===== src/rtl/hazard_ctrl_v2.sv =====
// Pipeline hazard controller for a 5-stage F/D/E/M/W core: per-stage stall/bubble,
// multi-cycle EX/LSU holds, optional no-bypass mode, fetch-drop FSM and perf counters.
module hazard_ctrl_v2 #(
  parameter int RW     = 5,
  parameter bit FWD_EN = 1'b1,
  parameter int CNT_W  = 16
) (
  input  logic             clk,
  input  logic             rst,
  input  logic [RW-1:0]    dec_rs1,
  input  logic [RW-1:0]    dec_rs2,
  input  logic             dec_rs1_use,
  input  logic             dec_rs2_use,
  input  logic [RW-1:0]    ex_rd,
  input  logic             ex_wen,
  input  logic             ex_is_load,
  input  logic [RW-1:0]    mem_rd,
  input  logic             mem_wen,
  input  logic             ex_redirect,
  input  logic             ex_busy,
  input  logic             lsu_busy,
  input  logic             ifu_valid,
  input  logic             ifu_busy,
  input  logic             perf_clr,
  output logic [4:0]       stall,
  output logic [4:0]       bubble,
  output logic             drop_fetch,
  output logic [CNT_W-1:0] stall_cnt,
  output logic [CNT_W-1:0] flush_cnt
);

  typedef enum logic {IDLE, DROP} state_t;

  state_t state, state_nxt;
  logic   hit_ex, hit_mem, lu, redir;

  // x0 is hardwired zero, so a write to it can never create a dependency.
  assign hit_ex  = (ex_rd != '0) &&
                   ((dec_rs1_use && dec_rs1 == ex_rd) || (dec_rs2_use && dec_rs2 == ex_rd));
  assign hit_mem = (mem_rd != '0) &&
                   ((dec_rs1_use && dec_rs1 == mem_rd) || (dec_rs2_use && dec_rs2 == mem_rd));

  assign lu    = FWD_EN ? (ex_wen && ex_is_load && hit_ex)
                        : ((ex_wen && hit_ex) || (mem_wen && hit_mem));
  assign redir = ex_redirect && !ex_busy && !lsu_busy;

  // NOTE: sequential state uses non-blocking assignments so every flop samples pre-edge values.
  always_ff @(posedge clk or posedge rst) begin
    if (rst) state <= IDLE;
    else     state <= state_nxt;
  end

  // A redirect while a fetch is still in flight means the late response belongs to the
  // wrong path; DROP waits for it and discards it.
  always_comb begin
    // NOTE: defaulting every comb output first keeps this block free of inferred latches.
    state_nxt = state;
    case (state)
      IDLE: if (redir && ifu_busy) state_nxt = DROP;
      DROP: if (redir && ifu_busy) state_nxt = DROP;
            else if (ifu_valid)    state_nxt = IDLE;
      default: state_nxt = IDLE;
    endcase
  end

  always_comb begin
    stall      = '0;
    bubble     = '0;
    drop_fetch = (state == DROP) && ifu_valid;
    if (lsu_busy) begin
      stall  = 5'b01111;
      bubble = 5'b10000;
    end else if (ex_busy) begin
      stall  = 5'b00111;
      bubble = 5'b01000;
    end else if (redir) begin
      bubble = 5'b00110;
    end else if (lu) begin
      stall  = 5'b00011;
      bubble = 5'b00100;
    end
    // D loads a NOP whenever it advances without a usable instruction.
    if (!stall[1] && (!ifu_valid || drop_fetch)) bubble[1] = 1'b1;
    if (rst) begin
      stall      = '0;
      bubble     = '1;
      drop_fetch = 1'b0;
    end
  end

  always_ff @(posedge clk or posedge rst) begin
    if (rst) begin
      stall_cnt <= '0;
      flush_cnt <= '0;
    end else if (perf_clr) begin
      stall_cnt <= '0;
      flush_cnt <= '0;
    end else begin
      if (stall[0] && stall_cnt != '1) stall_cnt <= stall_cnt + CNT_W'(1);
      if (redir && flush_cnt != '1)    flush_cnt <= flush_cnt + CNT_W'(1);
    end
  end

endmodule


===== config.mk =====
export PLATFORM = sky130hd
export DESIGN_NAME = hazard_ctrl_v2
export DESIGN_NICKNAME = d
export VERILOG_FILES = /design/src/rtl/hazard_ctrl_v2.sv
export SDC_FILE = /design/constraint.sdc
export NUM_CORES = 1
export LEC_CHECK = 0
export ABC_AREA = 1
export BUFFER_PORTS_ARGS = -buffer_cell sky130_fd_sc_hd__buf_2
export CAP_MARGIN = 20
export CORE_ASPECT_RATIO = 0.7
export CORE_UTILIZATION = 45
export CTS_CLUSTER_DIAMETER = 80
export CTS_CLUSTER_SIZE = 8
export DETAILED_ROUTE_END_ITERATION = 8
export PLACE_DENSITY = 0.75
export SLEW_MARGIN = 20
export SYNTH_ARGS = -nofsm -noshare
export SYNTH_HDL_FRONTEND = slang
export SYNTH_SLANG_ARGS = --single-unit

===== constraint.sdc =====
create_clock -name clk -period 1.8 [get_ports clk]
set_input_delay 0.18 -clock clk [delete_from_list [all_inputs] [get_ports clk]]
set_output_delay 0.18 -clock clk [all_outputs]
set_load 0.005 [all_outputs]

# ---- Yosys cells after proc, flatten, opt, wreduce, memory -nomap -nowiden
# Cells that the tools add are included.
dict set report totals {
  reg_bits 33
  in_bits 33
  out_inout_bits 43
  wordCells 51
}
dict set report op_classes {
  addsub 2
  eq_ne 4
  n_mux 20
  n_bitwise 1
  n_reduce_logical 21
}
# operator n
set ops {}
lappend ops {{two-way mux 16 bit} 4}
lappend ops {{adder 16 x 1 -> 16 bit, second input constant} 2}
lappend ops {{!= test 16 bit, second input constant} 2}
lappend ops {{two-way mux 5 bit} 3}
lappend ops {{logical AND 1 bit} 12}
lappend ops {{== test 5 bit} 2}
lappend ops {{two-way mux 3 bit} 3}
lappend ops {{two-way mux 4 bit} 2}
lappend ops {{two-way mux 1 bit} 5}
lappend ops {{nonzero test 5 bit} 1}
lappend ops {{logical NOT 1 bit} 4}
lappend ops {{two-way mux 2 bit} 2}
lappend ops {{nonzero test 2 bit} 2}
lappend ops {{logical OR 1 bit} 2}
lappend ops {{case mux 1 bit (2 select lines)} 1}
lappend ops {{NOT 1 bit} 1}

# ---- Longest topological paths before layout
# Gate-level depths: netlist of the first run.
dict set report logic_depth {
  word_depth 13
  mapped_depth 12
  mapped_depth_nobuf 11
}

# ---- Worst setup path before layout of the first run
# Ideal clock, no wire load.
dict set report synth_path {
  kind {reg-to-reg}
  startpoint {reg stall_cnt[0]}
  endpoint {reg stall_cnt[10]}
  setup_time_ns 0.118
  arrival_ns 1.529
  required_ns 1.682
  path_slack_ns 0.153
  path_stages_with_launch 10
  n_path_buf 1
  synth_period_minus_slack_ns 1.647
  path_cell_list {dfrtp_1 > ha_1 > nand2_2 > nor2_4 > nand2_2 > nor3_4 > nand4_4 > buf_2 > nand4_1 > nand2_1}
}
dict set report synth_between {
  elab_chain_cells 3
  word_cells_on_any_way 6
  classes_between {add/sub: 1; eq/ne: 1; mux: 2; reduce/logical: 2}
}
# element line
set synth_lines {}
lappend synth_lines {{start, declared} 28} ;# output logic [CNT_W-1:0] stall_cnt,
lappend synth_lines {{start signal, assigned} 99} ;# if (stall[0] && stall_cnt != '1) stall_cnt <= stall_cnt + CNT_W'(1);
lappend synth_lines {{adder 16 x 1 -> 16 bit / != test 16 bit (equally long branches)} 99}
lappend synth_lines {{two-way mux 16 bit / logical AND 1 bit (equally long branches)} 99}
lappend synth_lines {{two-way mux 16 bit / nonzero test 2 bit (equally long branches)} -}
# Parallel ways exist; a longest one is shown, timed or not. The select of a mux whose other input is x is not followed.
# A chain may end at the register's enable or synchronous reset.

# ---- Worst setup path after layout of the first run
dict set report layout_path {
  startpoint {reg stall_cnt[0]}
  endpoint {reg stall_cnt[13]}
}
# The elaborated chain is that of the path after synthesis.

==> impl_metrics.toml, run 1 <==
[outcome]
status = "complete, no violations"

[finish]
final_common_cell = "nand2_1"
fin_area_um2 = 3010
num_antenna_cells = 0
drive_gt1_frac = 0.237
nets = 472
mostFrequentLayoutCells = "nand2_1 (89), buf_2 (68), inv_1 (57)"
fin_cells = 507
syn_to_final_growth_pct = 26.8

[synth]
synth_flop_cell = "dfrtp_1"
synth.net_count = 391
synth_seq_cells = 33
synth.cell_area_um2 = 2370
syn-mean-instance-area_um2 = 6.66
seq_area_frac_synth = 0.348
synth_edf_count = 0
yosys_warnings = 0
ys_types = 26
postSynthCellCount = 356
async_reset_ff_frac = 1.00

[setup_path]
cp.required_ps = 1980
critPathMaxFanout = 10
startpoint_type = "flop"
endpoint_kind = "flop"
critPathArrivalTime_ps = 1910
critical_path_class = "reg2reg"

[drt]
vias = 2561
wl_um = 6160
avgRoutedWirePerCell_um = 12.2
drtAntennaViolNets = 0
viasPerCell = 5.05
met1Wirelength_um = 3020
top_layer_used = "met4"
wl_met3_um = 524
drt_iter0_drc = 191
dr.pass1.iters = 4
drc_errors = 0
wl_met2_um = 2570

[placed_design]
place_ws_ps = 89.7
port_buffers = 68
gp_congestion = 0.920
dpl.cell_count = 497
place_area_um2 = 2870
dp_hpwl_um = 4620

[sta]
hold_slack_ps = 94.1
fmaxAchievable_mhz = 578
period_minus_slack_ps = 1730
grt_setup_unrepaired = "yes"
clock_skew_ps = 4.90
setup_viol = 0
slew_violations = 0
fin_ws_ps = 69.2
period_share = 0.962
hold_viol_final = 0

[grt]
grt_antenna_before_repair = 0
grt_pass1_vias = 2268
grt_pass1_wl_um = 10100
grt_overflow_total = 0
track_usage = 0.233
grt_max_degree = 37

[clock_network]
cts_tree = "done"
cts_root_buffer = "clkbuf_8"
worstSkewPairLatency_ps = 280
clkSinkCount = 33
cts_buffer_depth = 2
path_clk_slew_ps = 60
htree_levels = 2
cts_inserted_buffers = 5

[floorplan]
fp.dieW_um = 88.8
initial_core_util = 0.483
rows = 21
fp.dieH_um = 62.7
core_area_um2 = 4910
die-area_um2 = 5570
num_io_pins = 76

[pwr]
power_mw = 1.49
power_density_nw_per_um2 = 496
ir_drop_v = 0.000318
p_leak_nw = 1.73

[min_path]
min_path_type = "in2reg"

[job]
maxCapViolCount = 0
-- synth_stat cells (all sizes together) (8+ instances only) --
master / number / area [um2]
inv: 58 / 218
o21ai: 13 / 65.1
dfrtp: 33 / 826
nand4: 25 / 171
nand3: 39 / 195
nor2: 43 / 171
a21oi: 8 / 40.0
buf: 8 / 52.5
xor2: 14 / 123
nor3: 10 / 61.3
nand2: 95 / 374
-- cell families (layout without fill, tap and decap cells) --
kind of cell / after synthesis / in the layout / share of synthesized area
DFF: 33 / 33 / 0.348
and+or+nand+nor: 212 / 212 / 0.411
buffers and inverters: 69 / 151 / 0.119
adders and majority gates: 2 / 2 / 0.0106
xor gates and xnor gates: 17 / 17 / 0.0628
AOI/OAI and AO/OA: 22 / 22 / 0.0475
other: 1 / 1 / 0.00158
-- path summary, 6_finish.rpt --
| path | startpoint | to | slack [ps] | cells after the start |
|---|---|---|---|---|
| max in group asynchronous | rst | flush_cnt[1]$_DFFE_PP0P_ | 1400 | 3 |
| min reg2reg | flush_cnt[6]$_DFFE_PP0P_ | flush_cnt[6]$_DFFE_PP0P_ | 540 | 1 |
| min | perf_clr | flush_cnt[1]$_DFFE_PP0P_ | 90 | 2 |
| max | stall_cnt[0]$_DFFE_PP0P_ | stall_cnt[13]$_DFFE_PP0P_ | 70 | 9 |
| min in group asynchronous | rst | stall_cnt[11]$_DFFE_PP0P_ | 100 | 3 |
| max reg2reg | stall_cnt[0]$_DFFE_PP0P_ | stall_cnt[13]$_DFFE_PP0P_ | 70 | 9 |
-- timing repair --
action,in CTS,in global routing
setup endpoints to repair,0,26
hold buffers,0,0
setup buffers,0,2
gates resized for setup,0,7
-- report_power, final --
part           leakage (nW)  total [mW]  switching (mW)  internal [mW]
Clock                0.0395       0.536           0.261          0.275
Combinational          1.23       0.202           0.127         0.0751
Sequential            0.459       0.753         0.00486          0.748
Total                  1.73        1.49           0.393           1.10
-- cell type report --
type | instances | area (um2)
multi-input combinational | 254 | 1290
sequential | 33 | 826
timing repair buffer | 85 | 505
tap | 69 | 86.3
clock buffer | 8 | 80.1
fill | 454 | 1910
inverter | 58 | 218
-- metrics by stage --
step | util | setup TNS [ps]
6_report | 0.612 | 0
4_1_cts | 0.601 | 0
5_1_grt | 0.612 | -184
2_1_floorplan | - | 0
3_3_place_gp | 0.584 | 0
3_5_place_dp | 0.584 | 0
-- worst max-delay path, cell delays in order (launching register included) --
cell and delay (ps):
dfrtp_1 370, ha_2 210, nand2_2 80, nor2_4 120
nand2_2 90, nor3_4 180, nand4_4 210, buf_12 200
nand4_1 100, nand2_1 60
-- metal layers --
layer  up-vias  GRT usage
li1       1294          -
met1      1160      0.342
met2       102      0.351
met3         5     0.0423
met4         0     0.0605
met5         -          0
-- sequential cells by signal, summed over array words and instances (netlist names) --
register / count
flush_cnt: 16
state: 1
stall_cnt: 16
Note: power is estimated with default switching activity, not from simulation.
==> inputs of run 2 (changes only) <==
Settings changed: PLACE_DENSITY 0.75 to 0.72.
==> impl_metrics.toml, run 2 (synthesis results as in run 1) <==
[placed_design]
port_buffers = 68
dp_hpwl_um = 4700
dpl.cell_count = 500
place_area_um2 = 2870
place_ws_ps = -10.8
gp_congestion = 0.907

[sta]
grt_setup_unrepaired = "yes"
hold_slack_ps = 88.8
fin_ws_ps = 1.75
period_minus_slack_ps = 1800
setup_viol = 0
period_share = 0.999
fmaxAchievable_mhz = 556
hold_viol_final = 0
clock_skew_ps = 4.67
slew_violations = 0

[setup_path]
critPathSlowestCell = "dfrtp_1"
critical_path_class = "reg2reg"
cp_cell_sequence = "ha_2, nand2_2, nor2_4, nand2_4, nor3_4, nand4_4, buf_6, nand4_1, nand2_1"
critPathArrivalTime_ps = 1970
startpoint_type = "flop"
r2r_setup_slack_ps = 2
cp.required_ps = 1970
cp_slowest_stage_delay_ps = 350
critPathMaxFanout = 8
endpoint_kind = "flop"

[drt]
drc_errors = 0
drt_iter0_drc = 176
wl_um = 6490
dr.pass1.iters = 6
viasPerCell = 4.96
avgRoutedWirePerCell_um = 12.5
drtAntennaViolNets = 0
vias = 2581

[clock_network]
cts_tree = "done"
path_clk_slew_ps = 70
ctsHoldBuffers = 0
worstSkewPairLatency_ps = 280
clkSinkCount = 33
cts_root_buffer = "clkbuf_8"
cts_inserted_buffers = 5
cts_buffer_depth = 2
htree_levels = 2

[finish]
nets = 486
drive_gt1_frac = 0.275
fin_cells = 520
seqCellArea_um2 = 826
syn_to_final_growth_pct = 32.1
final_common_cell = "nand2_1"
num_antenna_cells = 0
largestRegisters = "flush_cnt (16), stall_cnt (16), state (1)"
mostFrequentLayoutCells = "nand2_1 (89), buf_2 (68), inv_1 (56)"
fin_area_um2 = 3130
multiInputGateArea_um2 = 1330
fillers = 464

[grt]
grt_pass1_vias = 2324
grt_max_degree = 34
grt_antenna_before_repair = 0
grt_overflow_total = 0
track_usage = 0.242
grt_pass1_wl_um = 10400

[floorplan]
rows = 21
core_area_um2 = 4910
fp.dieW_um = 88.8
fp.dieH_um = 62.7
die-area_um2 = 5570
num_io_pins = 76
initial_core_util = 0.483

[pwr]
power_density_nw_per_um2 = 489
power_mw = 1.53
p_leak_nw = 1.80
ir_drop_v = 0.000376

[min_path]
min_path_type = "in2async"

[job]
maxCapViolCount = 0

[outcome]
status = "complete, no violations"
[run 2: report_power, final]
part | total [mW] | leakage, nW | switching (mW) | internal [mW]
registers | 0.752 | 0.459 | 0.00455 | 0.748
clock network | 0.569 | 0.0443 | 0.266 | 0.303
logic | 0.210 | 1.29 | 0.131 | 0.0786
[run 2: final timing paths]
path                                          startpoint                  endpoint  cells past startpoint
worst max-delay path            stall_cnt[1]$_DFFE_PP0P_  stall_cnt[8]$_DFFE_PP0P_                      9
worst min-delay path                                 rst  stall_cnt[6]$_DFFE_PP0P_                      3
worst max register to register  stall_cnt[1]$_DFFE_PP0P_  stall_cnt[8]$_DFFE_PP0P_                      9
worst min register to register  flush_cnt[6]$_DFFE_PP0P_  flush_cnt[6]$_DFFE_PP0P_                      2
max in group asynchronous                            rst  flush_cnt[3]$_DFFE_PP0P_                      3
min in group clk                                perf_clr  flush_cnt[1]$_DFFE_PP0P_                      2
[run 2: critical path: cells and delay by family, from the launching register on]
kind | cells | cell delay [ps]
buf+inv | 1 | 210
simple gates | 7 | 900
fa+ha+maj | 1 | 200
flops | 1 | 350
[run 2: what timing repair did]
action                                  CTS  global route
pin swaps                                 1            20
endpoints found under the hold margin     0             0
gates resized for setup                   0            17
endpoints found under the setup margin    2            24
buffers inserted                          2            11
[run 2: area by class of cell]
cell class	count	share of cell area
Timing Repair Buffer	99	0.187
Inverter	58	0.0707
Multi-Input combinational cell	254	0.424
Clock buffer	7	0.0276
Tap cell	69	0.0276
Sequential cell	33	0.264
[run 2: metal layers]
metal	wire, um	global-route usage
met1	3190	0.363
met2	2830	0.357
met3	421	0.0476
met4	51	0.0544
met5	0	0
[run 2: through the flow]
| stage | setup TNS [ps] | util |
|---|---|---|
| after floorplan | 0 | - |
| after global placement | 0 | 0.584 |
| after detailed placement | -10.8 | 0.584 |
| after CTS | 0 | 0.605 |
| after global routing | -1540 | 0.637 |
| final | 0 | 0.637 |
==> inputs of run 3 (changes only) <==
Settings changed: CORE_UTILIZATION 45 to 35, PLACE_DENSITY 0.72 to unset.
==> impl_metrics.toml, run 3 (synthesis results as in run 1) <==
[sta]
max_slew.worst_pin.slew_ps = 522
hold_slack_ps = 102
slew_violations = 0
hold_viol_final = 0
fmaxAchievable_mhz = 584
setup_viol = 0
fin_ws_ps = 88.9
period_share = 0.951
maxSlewHeadroom = 0.652
clock_skew_ps = 10.8
period_minus_slack_ps = 1710

[floorplan]
initial_core_util = 0.371
core_area_um2 = 6400
die-area_um2 = 7110
rows = 24
num_io_pins = 76
fp.dieH_um = 70.9
fp.dieW_um = 100

[finish]
nets = 479
largestRegisters = "flush_cnt (16), stall_cnt (16), state (1)"
fin_cells = 536
mostFrequentLayoutCells = "nand2_1 (89), buf_2 (68), inv_1 (56)"
num_antenna_cells = 0
final_common_cell = "nand2_1"
drive_gt1_frac = 0.254
syn_to_final_growth_pct = 31.0

[clock_network]
worstSkewPairLatency_ps = 280
ctsHoldBuffers = 0
cts_tree = "done"
htree_levels = 2
cts_inserted_buffers = 5
path_clk_slew_ps = 80
clkSinkCount = 33
cts_buffer_depth = 2
cts_root_buffer = "clkbuf_8"

[setup_path]
endpoint_kind = "flop"
critical_path_class = "reg2reg"
startpoint_type = "flop"
critPathMaxFanout = 7
critPathArrivalTime_ps = 1880
reg2reg_from = "stall_cnt[1]$_DFFE_PP0P_"
cp.required_ps = 1970
crit_start = "stall_cnt[1]$_DFFE_PP0P_"

[placed_design]
port_buffers = 68
place_ws_ps = -3.43
dp_hpwl_um = 4750
gp_congestion = 0.846
dpl.cell_count = 523

[grt]
grt_pass1_wl_um = 10300
grt_max_degree = 34
grt_use_met3 = 0.0375
met1_usage = 0.295
grtUsageMet2 = 0.249
busiest_layer = "met1"
grt_overflow_total = 0
grt_antenna_before_repair = 0
track_usage = 0.183
grt_pass1_vias = 2122

[pwr]
p_leak_nw = 1.79
power_mw = 1.50
power_density_nw_per_um2 = 483
ir_drop_v = 0.000347

[outcome]
status = "complete, no violations"

[drt]
drc_errors = 0
vias = 2565
dr.pass1.iters = 5
wl_um = 6490
viasPerCell = 4.79
drtAntennaViolNets = 0
drt_iter0_drc = 133
avgRoutedWirePerCell_um = 12.1

[job]
maxCapViolCount = 0

[min_path]
min_path_type = "in2async"
-- run 3: area by class of cell --
cell class                 instances  area, um2
clock buffer                       6       72.6
clock inverter                     2       10.0
fill                             632       3290
inverter                          58        218
multi-input combinational        254       1290
sequential                        33        826
tap                               91        114
timing repair buffer              92        571
-- run 3: through the flow --
stage / instance area [um2] / utilization / TNS, ps
finish: 3110 / 0.486 / 0
global route: 3110 / 0.486 / -20.1
CTS: 3000 / 0.469 / 0
detailed placement: 2920 / 0.456 / -6.27
global placement: 2920 / 0.456 / 0
floorplan: 2370 / - / 0
-- run 3: what timing repair did --
action	in CTS	in global routing
resized for setup	1	10
pin swaps	0	1
gates cloned	0	1
setup endpoints to repair	2	20
setup buffers	0	4
-- run 3: power breakdown --
| part | internal [mW] | total [mW] | switching, mW | leakage (nW) |
|---|---|---|---|---|
| logic | 0.0781 | 0.206 | 0.128 | 1.29 |
| clock network | 0.268 | 0.543 | 0.275 | 0.0450 |
| registers | 0.747 | 0.751 | 0.00383 | 0.459 |
-- run 3: per-layer routing --
metal | vias up | share of wire
li1 | 1313 | -
met3 | 4 | 0.069
met5 | - | 0
met4 | 0 | 0.0068
met2 | 91 | 0.40
met1 | 1157 | 0.53
-- run 3: path summary, 6_finish.rpt --
check,to,slack [ps],depth (start not counted)
worst max register to register,stall_cnt[8]$_DFFE_PP0P_,90,10
worst min register to register,flush_cnt[6]$_DFFE_PP0P_,520,1
worst max-delay path,stall_cnt[8]$_DFFE_PP0P_,90,10
max in group asynchronous,stall_cnt[9]$_DFFE_PP0P_,1380,3
min in group clk,state$_DFF_PP0_,110,2
worst min-delay path,stall_cnt[2]$_DFFE_PP0P_,100,3
-- run 3: critical path, stage by stage, from the launching register on --
cell and delay, ps:
dfrtp_1 360, ha_2 190, nand2_2 80, nor2_4 120, nand2_4 80, nor3_4 170
nand4_4 150, buf_12 180, buf_4 130, nand4_1 80, nand2_1 50
